<file path="src/rtl/serial_mem_bridge.sv">
// serial_mem_bridge
//   Bridges a byte-oriented serial link and a single-byte SRAM access port.
//   Host packet: CMD A2 A1 A0 N [data...]. CMD 'W' (0x57) writes, 'R' (0x52) reads.
//   The 20-bit address is {A2[3:0],A1,A0}. N+1 bytes are transferred and the
//   address auto-increments modulo 2^20. Writes end with an ack byte 'K'
//   (0x4B). Reads stream each SRAM byte back on the transmit side.
//
// Handshakes: rx_strobe and mem_finish are single-cycle pulses that are
//   sampled on the mclk edge where they are high. tx_strobe is only high while
//   tx_ready is high, and the byte counts as taken on that edge.
//   mem_begin_wr and mem_begin_rd are single-cycle pulses. mem_addr and
//   mem_data_wr stay stable until mem_finish arrives.
//
// Ports
//   mclk, reset                 clock, asynchronous active-high reset
//   rx_data/rx_strobe           received byte and its pulse
//   tx_ready/tx_data/tx_strobe  transmit handshake
//   mem_begin_wr/mem_begin_rd   SRAM access start pulses
//   mem_finish/mem_data_rd      SRAM completion pulse and read data
//   mem_addr/mem_data_wr        SRAM address and write data
//   busy                        high whenever the FSM is not idle
//   overrun                     sticky flag, set when an rx byte is dropped
//   dbg_state                   current FSM state, for observation
module serial_mem_bridge #(
  parameter int TIMEOUT_BITS = 20
) (
  input  logic        mclk,
  input  logic        reset,
  input  logic [7:0]  rx_data,
  input  logic        rx_strobe,
  input  logic        tx_ready,
  output logic [7:0]  tx_data,
  output logic        tx_strobe,
  output logic        mem_begin_wr,
  output logic        mem_begin_rd,
  input  logic        mem_finish,
  output logic [19:0] mem_addr,
  output logic [7:0]  mem_data_wr,
  input  logic [7:0]  mem_data_rd,
  output logic        busy,
  output logic        overrun,
  output logic [3:0]  dbg_state
);

  typedef enum logic [3:0] {
    IDLE, ADDR2, ADDR1, ADDR0, LEN, WDATA, WMEM, RMEM, RTX, ACK
  } state_t;

  localparam logic [7:0] CMD_WR = 8'h57;
  localparam logic [7:0] CMD_RD = 8'h52;
  localparam logic [7:0] ACK_BYTE = 8'h4B;

  state_t                  state_q;
  logic                    is_wr_q;
  logic [19:0]             addr_q;
  logic [7:0]              count_q;
  logic [7:0]              tx_data_q;
  logic [7:0]              wdata_q;
  logic                    begin_wr_q;
  logic                    begin_rd_q;
  logic                    overrun_q;
  logic [TIMEOUT_BITS-1:0] tmo_q;

  // The inter-byte timer only runs while the FSM waits on the host.
  // It does not run while the FSM waits on the SRAM or on the transmitter.
  logic tmo_active;
  logic rx_blocked;
  assign tmo_active = (state_q == ADDR2) || (state_q == ADDR1) || (state_q == ADDR0) ||
                      (state_q == LEN)   || (state_q == WDATA);
  assign rx_blocked = (state_q == WMEM) || (state_q == RMEM) ||
                      (state_q == RTX)  || (state_q == ACK);

  assign tx_strobe    = tx_ready && ((state_q == ACK) || (state_q == RTX));
  assign tx_data      = tx_data_q;
  assign mem_begin_wr = begin_wr_q;
  assign mem_begin_rd = begin_rd_q;
  assign mem_addr     = addr_q;
  assign mem_data_wr  = wdata_q;
  assign busy         = (state_q != IDLE);
  assign overrun      = overrun_q;
  assign dbg_state    = state_q;

  always_ff @(posedge mclk or posedge reset) begin
    if (reset) begin
      state_q    <= IDLE;
      is_wr_q    <= 1'b0;
      addr_q     <= '0;
      count_q    <= '0;
      tx_data_q  <= '0;
      wdata_q    <= '0;
      begin_wr_q <= 1'b0;
      begin_rd_q <= 1'b0;
      overrun_q  <= 1'b0;
      tmo_q      <= '0;
    end else begin
      begin_wr_q <= 1'b0;
      begin_rd_q <= 1'b0;

      if (rx_strobe && rx_blocked) overrun_q <= 1'b1;

      if (rx_strobe || (state_q == IDLE)) tmo_q <= '0;
      else if (tmo_active)                tmo_q <= tmo_q + 1'b1;

      case (state_q)
        IDLE: begin
          if (rx_strobe && ((rx_data == CMD_WR) || (rx_data == CMD_RD))) begin
            is_wr_q <= (rx_data == CMD_WR);
            state_q <= ADDR2;
          end
        end
        ADDR2: if (rx_strobe) begin
          addr_q[19:16] <= rx_data[3:0];
          state_q       <= ADDR1;
        end
        ADDR1: if (rx_strobe) begin
          addr_q[15:8] <= rx_data;
          state_q      <= ADDR0;
        end
        ADDR0: if (rx_strobe) begin
          addr_q[7:0] <= rx_data;
          state_q     <= LEN;
        end
        LEN: if (rx_strobe) begin
          count_q <= rx_data;
          if (is_wr_q) begin
            state_q <= WDATA;
          end else begin
            state_q    <= RMEM;
            begin_rd_q <= 1'b1;
          end
        end
        WDATA: if (rx_strobe) begin
          wdata_q    <= rx_data;
          begin_wr_q <= 1'b1;
          state_q    <= WMEM;
        end
        WMEM: if (mem_finish) begin
          if (count_q == 8'd0) begin
            tx_data_q <= ACK_BYTE;
            state_q   <= ACK;
          end else begin
            count_q <= count_q - 8'd1;
            addr_q  <= addr_q + 20'd1;
            state_q <= WDATA;
          end
        end
        ACK: if (tx_ready) state_q <= IDLE;
        RMEM: if (mem_finish) begin
          tx_data_q <= mem_data_rd;
          state_q   <= RTX;
        end
        RTX: if (tx_ready) begin
          if (count_q == 8'd0) begin
            state_q <= IDLE;
          end else begin
            count_q    <= count_q - 8'd1;
            addr_q     <= addr_q + 20'd1;
            begin_rd_q <= 1'b1;
            state_q    <= RMEM;
          end
        end
        default: state_q <= IDLE;
      endcase

      // A silent host aborts the packet. A byte that arrives on the same
      // edge takes priority over the abort.
      if (tmo_active && (&tmo_q) && !rx_strobe) state_q <= IDLE;
    end
  end

endmodule
</file>
<file path="config.mk">
export PLATFORM = sky130hd
export DESIGN_NAME = serial_mem_bridge
export DESIGN_NICKNAME = d
export VERILOG_FILES = /design/src/rtl/serial_mem_bridge.sv
export SDC_FILE = /design/constraint.sdc
export NUM_CORES = 1
export LEC_CHECK = 0
export BUFFER_PORTS_ARGS = -buffer_cell sky130_fd_sc_hd__buf_2
export CORE_ASPECT_RATIO = 0.9
export CORE_MARGIN = 4
export CORE_UTILIZATION = 35
export DETAILED_ROUTE_END_ITERATION = 8
export PLACE_DENSITY_LB_ADDON = 0.05
export REMOVE_ABC_BUFFERS = 1
export SLEW_MARGIN = 0
export SYNTH_ARGS = -nofsm -noshare
export SYNTH_HDL_FRONTEND = slang
export SYNTH_SLANG_ARGS = --single-unit
</file>
<file path="constraint.sdc">
create_clock -name mclk -period 2.2 [get_ports mclk]
set_input_delay 0.33 -clock mclk [delete_from_list [all_inputs] [get_ports mclk]]
set_output_delay 0.33 -clock mclk [all_outputs]
set_load 0.005 [all_outputs]
</file>
; Word level (Yosys, flattened, before mapping)
; Cells that the tools add are included.
[op_classes]
add_sub_neg = 3
n_mul = 0
n_div = 0
magnitude_cmp = 0
eq_ne = 29
shifts = 0
n_mux = 40
bitwise = 0
n_reduce_logical = 34
[ops]
columns = op, n
row1 = $mux W20, 5
row2 = $pmux W8 S3, 3
row3 = $mux W8, 7
row4 = $mux W4, 13
row5 = $add A20 B1 Y20 const B, 2
row6 = $pmux W4 S10, 1
row7 = $ne A3 B2 Y1 const B, 9
row8 = $reduce_and A20 Y1, 1
row9 = $reduce_and A4 Y1, 5
row10 = $eq A4 B3 Y1 const B, 4
row11 = $eq A8 B7 Y1 const B, 2
row12 = $pmux W8 S2, 1
row13 = $ne A2 B2 Y1 const B, 7
row14 = $pmux W4 S3, 1
row15 = $reduce_bool A3 Y1, 4
row16 = $logic_or A1 B1 Y1, 10
row17 = $reduce_and A10 Y1, 1
row18 = $eq A4 B2 Y1 const B, 2
row19 = $eq A4 B4 Y1 const B, 2
row20 = $logic_not A8 Y1, 1
row21 = $sub A8 B1 Y8 const B, 1
row22 = $mux W1, 6
row23 = $logic_and A1 B1 Y1, 5
row24 = $eq A4 B1 Y1 const B, 1
row25 = other kinds (10), 12
[totals]
register_bits = 72
latch_bits = 0
ram_bits = 0
mem_bits_ro = 0
input_bits = 21
output_inout_bits = 45
word_cells = 118
mem_count = 0

; Logic depth before layout (Yosys ltp)
; Gate-level depths: netlist (run 1).
[depth]
ltp_word = 9
mapped_depth = 8
mapped_depth_nobuf = 7

; Least setup slack after synthesis (run 1)
; No wires, ideal clock.
[synth_timing]
path_kind = register -> register
start = reg state_q[3], in the netlist dbg_state[3]
end = reg count_q[4]
setup_time_ps = 121
t_arrival_ps = 1810
required_ps = 2079
path_slack_ps = 269
stages_incl_launch_ff = 6
path_buffers = 1
period_less_slack_ps = 1931
cell_sequence = dfrtp_1 > clkbuf_1 > or4_4 > a211oi_4 > o21ai_1 > a22o_1
[synth_via]
elab_chain_cells = 3
word_cells_on_any_way = 9
classes_between = 6 x eq/ne / 1 x mux / 2 x reduce/logical
[synth_lines]
columns = element, line
row1 = from (decl), 53  ; state_t state_q;
row2 = from (signal assigned), 85  ; state_q <= IDLE;
row3 = from (signal assigned), 108  ; state_q <= ADDR2;
row4 = from (signal assigned), 113  ; state_q <= ADDR1;
row5 = $eq A4 B3 Y1 / $eq A4 B4 Y1 (equally long branches), 104  ; case (state_q)
row6 = $ne A2 B2 Y1 (no source line) / $reduce_bool A3 Y1 (equally long branches), --
row7 = $reduce_and A4 Y1 (no source line), --
row8 = to (signal assigned), 124  ; count_q <= rx_data;
row9 = to (signal assigned), 142  ; count_q <= count_q - 8'd1;
row10 = to (signal assigned), 156  ; count_q <= count_q - 8'd1;
row11 = to (decl), 56  ; logic [7:0] count_q;
; Several ways; a longest one is shown, not always the timed one.
; A chain may end at the register's enable or synchronous reset.

; Worst setup path in the final report (run 1)
[layout_timing]
start = reg state_q[1], in the netlist dbg_state[1]
end = out busy
[layout_via]
elab_chain_cells = 1
[layout_lines]
columns = element, line
row1 = $reduce_bool A4 Y1, 79  ; assign busy = (state_q != IDLE);
row2 = to (decl), 40  ; output logic busy,
; No other way between the ends.

==> results.yml, run 1 <==
global_routing:
  grt.met1_usage: 0.2647
  grt_max_degree: 42
  grtUsageTotal: 0.1775
  top_usage_layer: "met1"
  gr-total-overflow: 0
  use_met3: 0.05510
  first_global_vias: 3483
  antenna_found_initial: 0
  grt.met2_usage: 0.2495
  grt_pass1_wl_um: 19020
timing:
  tightest_slew_ns: 0.5409
  hold_violations: 1
  fin_crit_sh: 0.9550
  skew_ns: 0.006036
  relSlewSlack: 0.6381
  holdWs_ns: -0.0005627
  setup_viol: 0
  rsz0062_at_grt: "false"
  slew_viol_final: 0
  max_freq_mhz: 476.0
  finalCriticalPeriod_ns: 2.101
yosys:
  ys.flop_type: "dfrtp_1"
  ys_seq_elements: 72
  synth_enable_flop_cells: 0
  async_reset_ff_frac: 1.000
  netlist_instances: 424
  synth.most_common_cell: "dfrtp_1"
  ys_types: 70
  synth_top_area_share: 0.4381
  synth_common_cells: "dfrtp_1, nand2_1, nor2_1"
  yosysWarningCount: 0
  yosysTopAreaCell: "dfrtp_1"
  synthTopCellsByArea: "dfrtp_1, a21oi_1, nand2_1"
  postSynthAreaPerCell_um2: 9.700
  ys_seq_area_frac: 0.4381
  synthesis.area_um2: 4113
layout:
  diodes: 0
  area_delta_synth_final_pct: 23.82
  final_cell_area_um2: 5092
  nets: 536
  drive_gt1_frac: 0.2829
floorplan:
  start_util: 0.3582
  rows: 37
  ioPinCount: 66
  dieArea_um2: 13550
  die_h_um: 110.8
  fp.dieW_um: 122.3
  core-area_um2: 11480
clocking:
  cts_tree: "done"
  htree_levels: 3
  postCtsHoldBufs: 0
  insertion_delay_ns: 0.34
  cts-root-buf: "clkbuf_16"
  ctsLongestPathBuffers: 2
  cts_buffers: 9
  clk_pin_slew_ns: 0.06
  cts.sinks: 72
place:
  dp_hpwl_um: 8360
  placed_cell_area_um2: 4746
  io_buffers: 65
  place_congestion: 0.8222
routing:
  drt_iter0_markers: 226
  firstDrtPassIters: 4
  viasPerCell: 5.290
  vias: 3555
  final_antenna_net_count: 0
  wirelength_um: 11450
  wl_per_cell_um: 17.03
  drc: 0
setup_path:
  critical_path_class: "flop to output port"
  endpoint_kind: "output port"
  cp.required_ns: 1.87
  timing.reg2reg.setup_slack_ns: 0.12
  critPathArrivalTime_ns: 1.77
  start_kind: "flop"
  crit_fanout: 6
run:
  maxCapViolations: 0
power_and_ir_drop:
  leakage_nw: 2.152
  p_per_area_nw_per_um2: 1355
  peakVddDrop_v: 0.0005186
status:
  violations: "hold timing"
  run_status: "complete, but fails checks"
min_path:
  hold_path_class: "input port to async pin"
==> per-stage QoR <==
stage | total power [mW] | util | TNS [ns] | instances | setup WS [ns]
after floorplan | 4.145 | - | -3.886 | 402 | -0.2684
final | 6.903 | 0.4435 | 0 | 672 | 0.09897
after global routing | 7.462 | 0.4435 | 0 | 672 | 0.004832
after detailed placement | 5.494 | 0.4134 | 0 | 652 | 0.08734
after global placement | 5.450 | 0.4134 | 0 | 652 | 0.1076
after CTS | 6.935 | 0.4382 | 0 | 668 | 0.07780
==> logic make-up after synthesis <==
logic type | count (synthesis) | synth area share
and+or+nand+nor | 166 | 0.2215
AOI/OAI and AO/OA | 127 | 0.2218
DFF | 72 | 0.4381
buffers and inverters | 26 | 0.03833
xor gates and xnor gates | 17 | 0.03620
muxes | 12 | 0.03194
adders and majority gates | 4 | 0.01217
==> worst max-delay path: stages (launching register included) <==
cell	delay, ns
dfrtp_1	0.43
buf_4	0.18
or4_1	0.63
buf_2	0.19
==> cell usage in the layout (no fill, tap or decap), types with 4 or more instances in the layout <==
cell,n
nor2_1,33
clkbuf_16,9
o22a_1,9
nor4_1,5
mux2_2,9
and4_1,4
ha_1,4
a21oi_2,4
o21ai_1,7
nand4_1,12
nand3_1,15
a22o_1,9
nor3_1,8
a21o_1,8
buf_4,29
and2_1,4
o21ai_0,19
nand2_1,41
buf_12,4
buf_2,65
xnor2_1,11
xor2_1,6
nand2b_1,5
a31oi_1,5
or3_1,8
a21oi_1,32
dfrtp_1,72
o22ai_1,8
==> worst paths after layout <==
path,start,end,depth (start not counted)
min,reset,mem_data_wr[7],2
min in group mclk,mem_data_rd[1],tx_data[1],2
max,dbg_state[1],busy,3
max reg2reg,dbg_state[1],mem_addr[5],6
min reg2reg,overrun,overrun,1
max in group asynchronous,reset,tx_data[5],3
==> layer usage <==
layer | part of all wire | vias up
li1 | - | 1754
met1 | 0.51 | 1721
met2 | 0.42 | 72
met3 | 0.059 | 8
met4 | 0.0094 | 0
met5 | 0 | -
==> state kept, by name, indices dropped and copies added (netlist names) <==
signal,flops
mem_data_wr,8
tx_data,8
mem_begin_wr,1
mem_addr,20
is_wr_q,1
tmo_q,20
mem_begin_rd,1
count_q,8
overrun,1
dbg_state,4
==> what timing repair did <==
action                     4_1_cts  5_1_grt
setup endpoints to repair        0       19
resized for setup                0        4
setup buffers                    0        4
==> area by class of cell <==
type	count	area, um^2
sequential	72	1802
tap	156	195.2
clock inverter	3	15.01
fill	1196	6389
inverter	4	15.01
multi-input combinational	326	2172
timing repair buffer	98	623.1
clock buffer	13	270.3
==> report_power, final <==
group          switching [mW]  total, mW  internal [mW]
registers               0.482       2.28           1.80
logic                    1.70       3.22           1.52
clock network           0.552       1.40          0.850
(Power assumes the default switching activity.)
==> run 2, diff against run 1 <==
Settings changed: ABC_AREA set to 1.
Clock period 2.2 ns to 1.86 ns, I/O delays scaled along.
==> run 2 against run 1 <==
Effect of this change:
- the flow now finishes without violations
- wire length is 22% higher
- power is 37% higher
- sequential share of layout area decreased by 4.0 points
- largest cell class unchanged
- clock skew about the same
- critical path type is now flop to flop
- count of clock-buffer cells in the layout down 4
- highest routed layer unchanged
- global-route usage increased by 1.6 points
- first-iteration DRC count increased by 79%
- combinational power grew 49%
- non-clock buffer count up 6
- worst hold slack better by 0.026 ns
- synthesized cell count rose by 61%
==> results.yml, run 2 <==
status:
  run_status: "completed"
floorplan:
  die_h_um: 116.2
  rows: 39
  core-area_um2: 12740
  fp.dieW_um: 128.3
  dieArea_um2: 14910
  ioPinCount: 66
  start_util: 0.3577
timing:
  relSlewSlack: 0.6411
  skew_ns: 0.006156
  max_freq_mhz: 570.0
  finalCriticalPeriod_ns: 1.754
  rsz0062_at_grt: "true"
  hold_violations: 0
  setup_viol: 0
  tightest_slew_ns: 0.5371
  slew_viol_final: 0
  fin_tns_setup_ns: 0
  fin_crit_sh: 0.9432
place:
  dp_hpwl_um: 10660
  place_congestion: 0.9210
  placed_cell_area_um2: 5288
  io_buffers: 65
routing:
  drt_iter0_markers: 404
  final_antenna_net_count: 0
  vias: 4781
  viasPerCell: 4.991
  firstDrtPassIters: 5
  wl_per_cell_um: 14.52
  wirelength_um: 13910
  drc: 0
power_and_ir_drop:
  p_per_area_nw_per_um2: 1644
  peakVddDrop_v: 0.0005992
  finalPower_mw: 9.456
  leakage_nw: 2.873
global_routing:
  gr-total-overflow: 0
  first_global_vias: 4373
  grt_max_degree: 73
  antenna_found_initial: 0
  grt_pass1_wl_um: 22780
  grtUsageTotal: 0.1934
yosys:
  synthTopCellsByArea: "dfrtp_1, nand2_1, nor2_1"
  synthesis.area_um2: 4556
  ys_types: 36
  ys_seq_area_frac: 0.3955
  netlist_instances: 684
  yosysWarningCount: 0
  ys_seq_elements: 72
  synth.most_common_cell: "nand2_1"
  synth_top_area_share: 0.3955
  postSynthAreaPerCell_um2: 6.660
  synth_enable_flop_cells: 0
  async_reset_ff_frac: 1.000
  ys.flop_type: "dfrtp_1"
  synth_common_cells: "nand2_1, nor2_1, inv_1"
  yosysTopAreaCell: "dfrtp_1"
setup_path:
  crit_fanout: 13
  critPathMaxStageDelay_ns: 0.38
  endpoint_kind: "flop"
  cp_cell_sequence: "inv_2 -> ha_2 -> inv_1 -> nor2_1 -> nand2_1 -> nor2_2 -> nand2_2 -> nand2_4 -> buf_6 -> nor2_4 -> buf_12 -> nand2_1 -> nand2_1"
  cp_common_cell: "nand2_1"
  crit_start: "count_q[0]"
  cp_slowest_cell: "dfrtp_1"
  reg2reg_from: "count_q[0]"
  crit_family: "simple AND/OR/NAND/NOR gates"
  critical_path_class: "flop to flop"
  cp.buffers_inverters: 4
  start_kind: "flop"
  critPathArrivalTime_ns: 1.97
  cp.required_ns: 2.08
clocking:
  cts_tree: "done"
  clk_pin_slew_ns: 0.06
  cts-root-buf: "clkbuf_16"
  htree_levels: 3
  cts.sinks: 72
  insertion_delay_ns: 0.34
  ctsLongestPathBuffers: 2
  cts_buffers: 9
layout:
  regArea_um2: 1804
  final_cell_mix: "nand2_1, nor2_1, inv_1"
  multi_input_area_um2: 2426
  drive_gt1_frac: 0.2028
  area_delta_synth_final_pct: 26.23
  final_cell_area_um2: 5751
  nets: 814
  diodes: 0
  final_common_cell: "nand2_1"
  final_core_util: 0.4515
  fillers: 1301
run:
  maxCapViolations: 0
min_path:
  hold_path_class: "input port to async pin"
## run 2: repair_timing
item,in CTS,in global routing
hold buffers,0,0
setup buffers,0,5
gates cloned,0,0
resized for setup,1,24
setup endpoints to repair,1,44
endpoints found under the hold margin,0,0
pin swaps,0,7
## run 2: final timing paths
kind	cells after the start	slack [ns]	endpoint
setup / recovery	13	0.11	mem_addr[4]
hold / removal	3	0.03	tx_data[6]
setup reg to reg	13	0.11	mem_addr[4]
hold reg to reg	2	0.47	mem_data_wr[6]
max in group asynchronous	3	1.51	mem_data_wr[6]
min in group mclk	2	0.16	tx_data[4]
## run 2: report_power, final
group          leakage [nW]  internal, mW  switching (mW)
logic                  1.79          1.90            2.88
clock network         0.166          1.31           0.705
registers             0.915          2.13           0.526
## run 2: cell families (layout without fill, tap and decap cells)
kind of cell	Yosys count	in the layout	synth area share
and+or+nand+nor	430	430	0.3993
xor gates and xnor gates	7	7	0.01346
DFF	72	72	0.3955
adders and majority gates	4	4	0.01099
buffers and inverters	91	201	0.08404
AOI/OAI and AO/OA	80	80	0.09668
## run 2: stage by stage
| stage | setup slack (ns) | hold WS (ns) | cells |
|---|---|---|---|
| finish | 0.1057 | 0.02508 | 958 |
| global route | -0.02005 | 0.05688 | 958 |
| CTS | 0.01356 | 0.03775 | 953 |
| detailed placement | 0.01320 | 0.4133 | 937 |
| global placement | 0.03280 | 0.4061 | 937 |
| floorplan | -0.2439 | 0.3956 | 674 |
## run 2: cell type report
type | count | area share
inverters | 81 | 0.05331
clock buffers | 9 | 0.03916
flip-flops and latches | 72 | 0.3138
well taps | 164 | 0.03568
clock inverters | 7 | 0.02089
repair buffers | 104 | 0.1153
multi-input cells | 521 | 0.4219
## run 2: metal layers
metal | share of wire | global-route usage | wire (um)
met1 | 0.52 | 0.2970 | 7239
met2 | 0.40 | 0.2680 | 5503
met3 | 0.068 | 0.04755 | 952
met4 | 0.016 | 0.05233 | 216
met5 | 0 | 0 | 0
## run 2: worst min-delay path, stage by stage
cell and delay [ns]:
buf_2 0.10, inv_2 0.06, buf_12 0.34
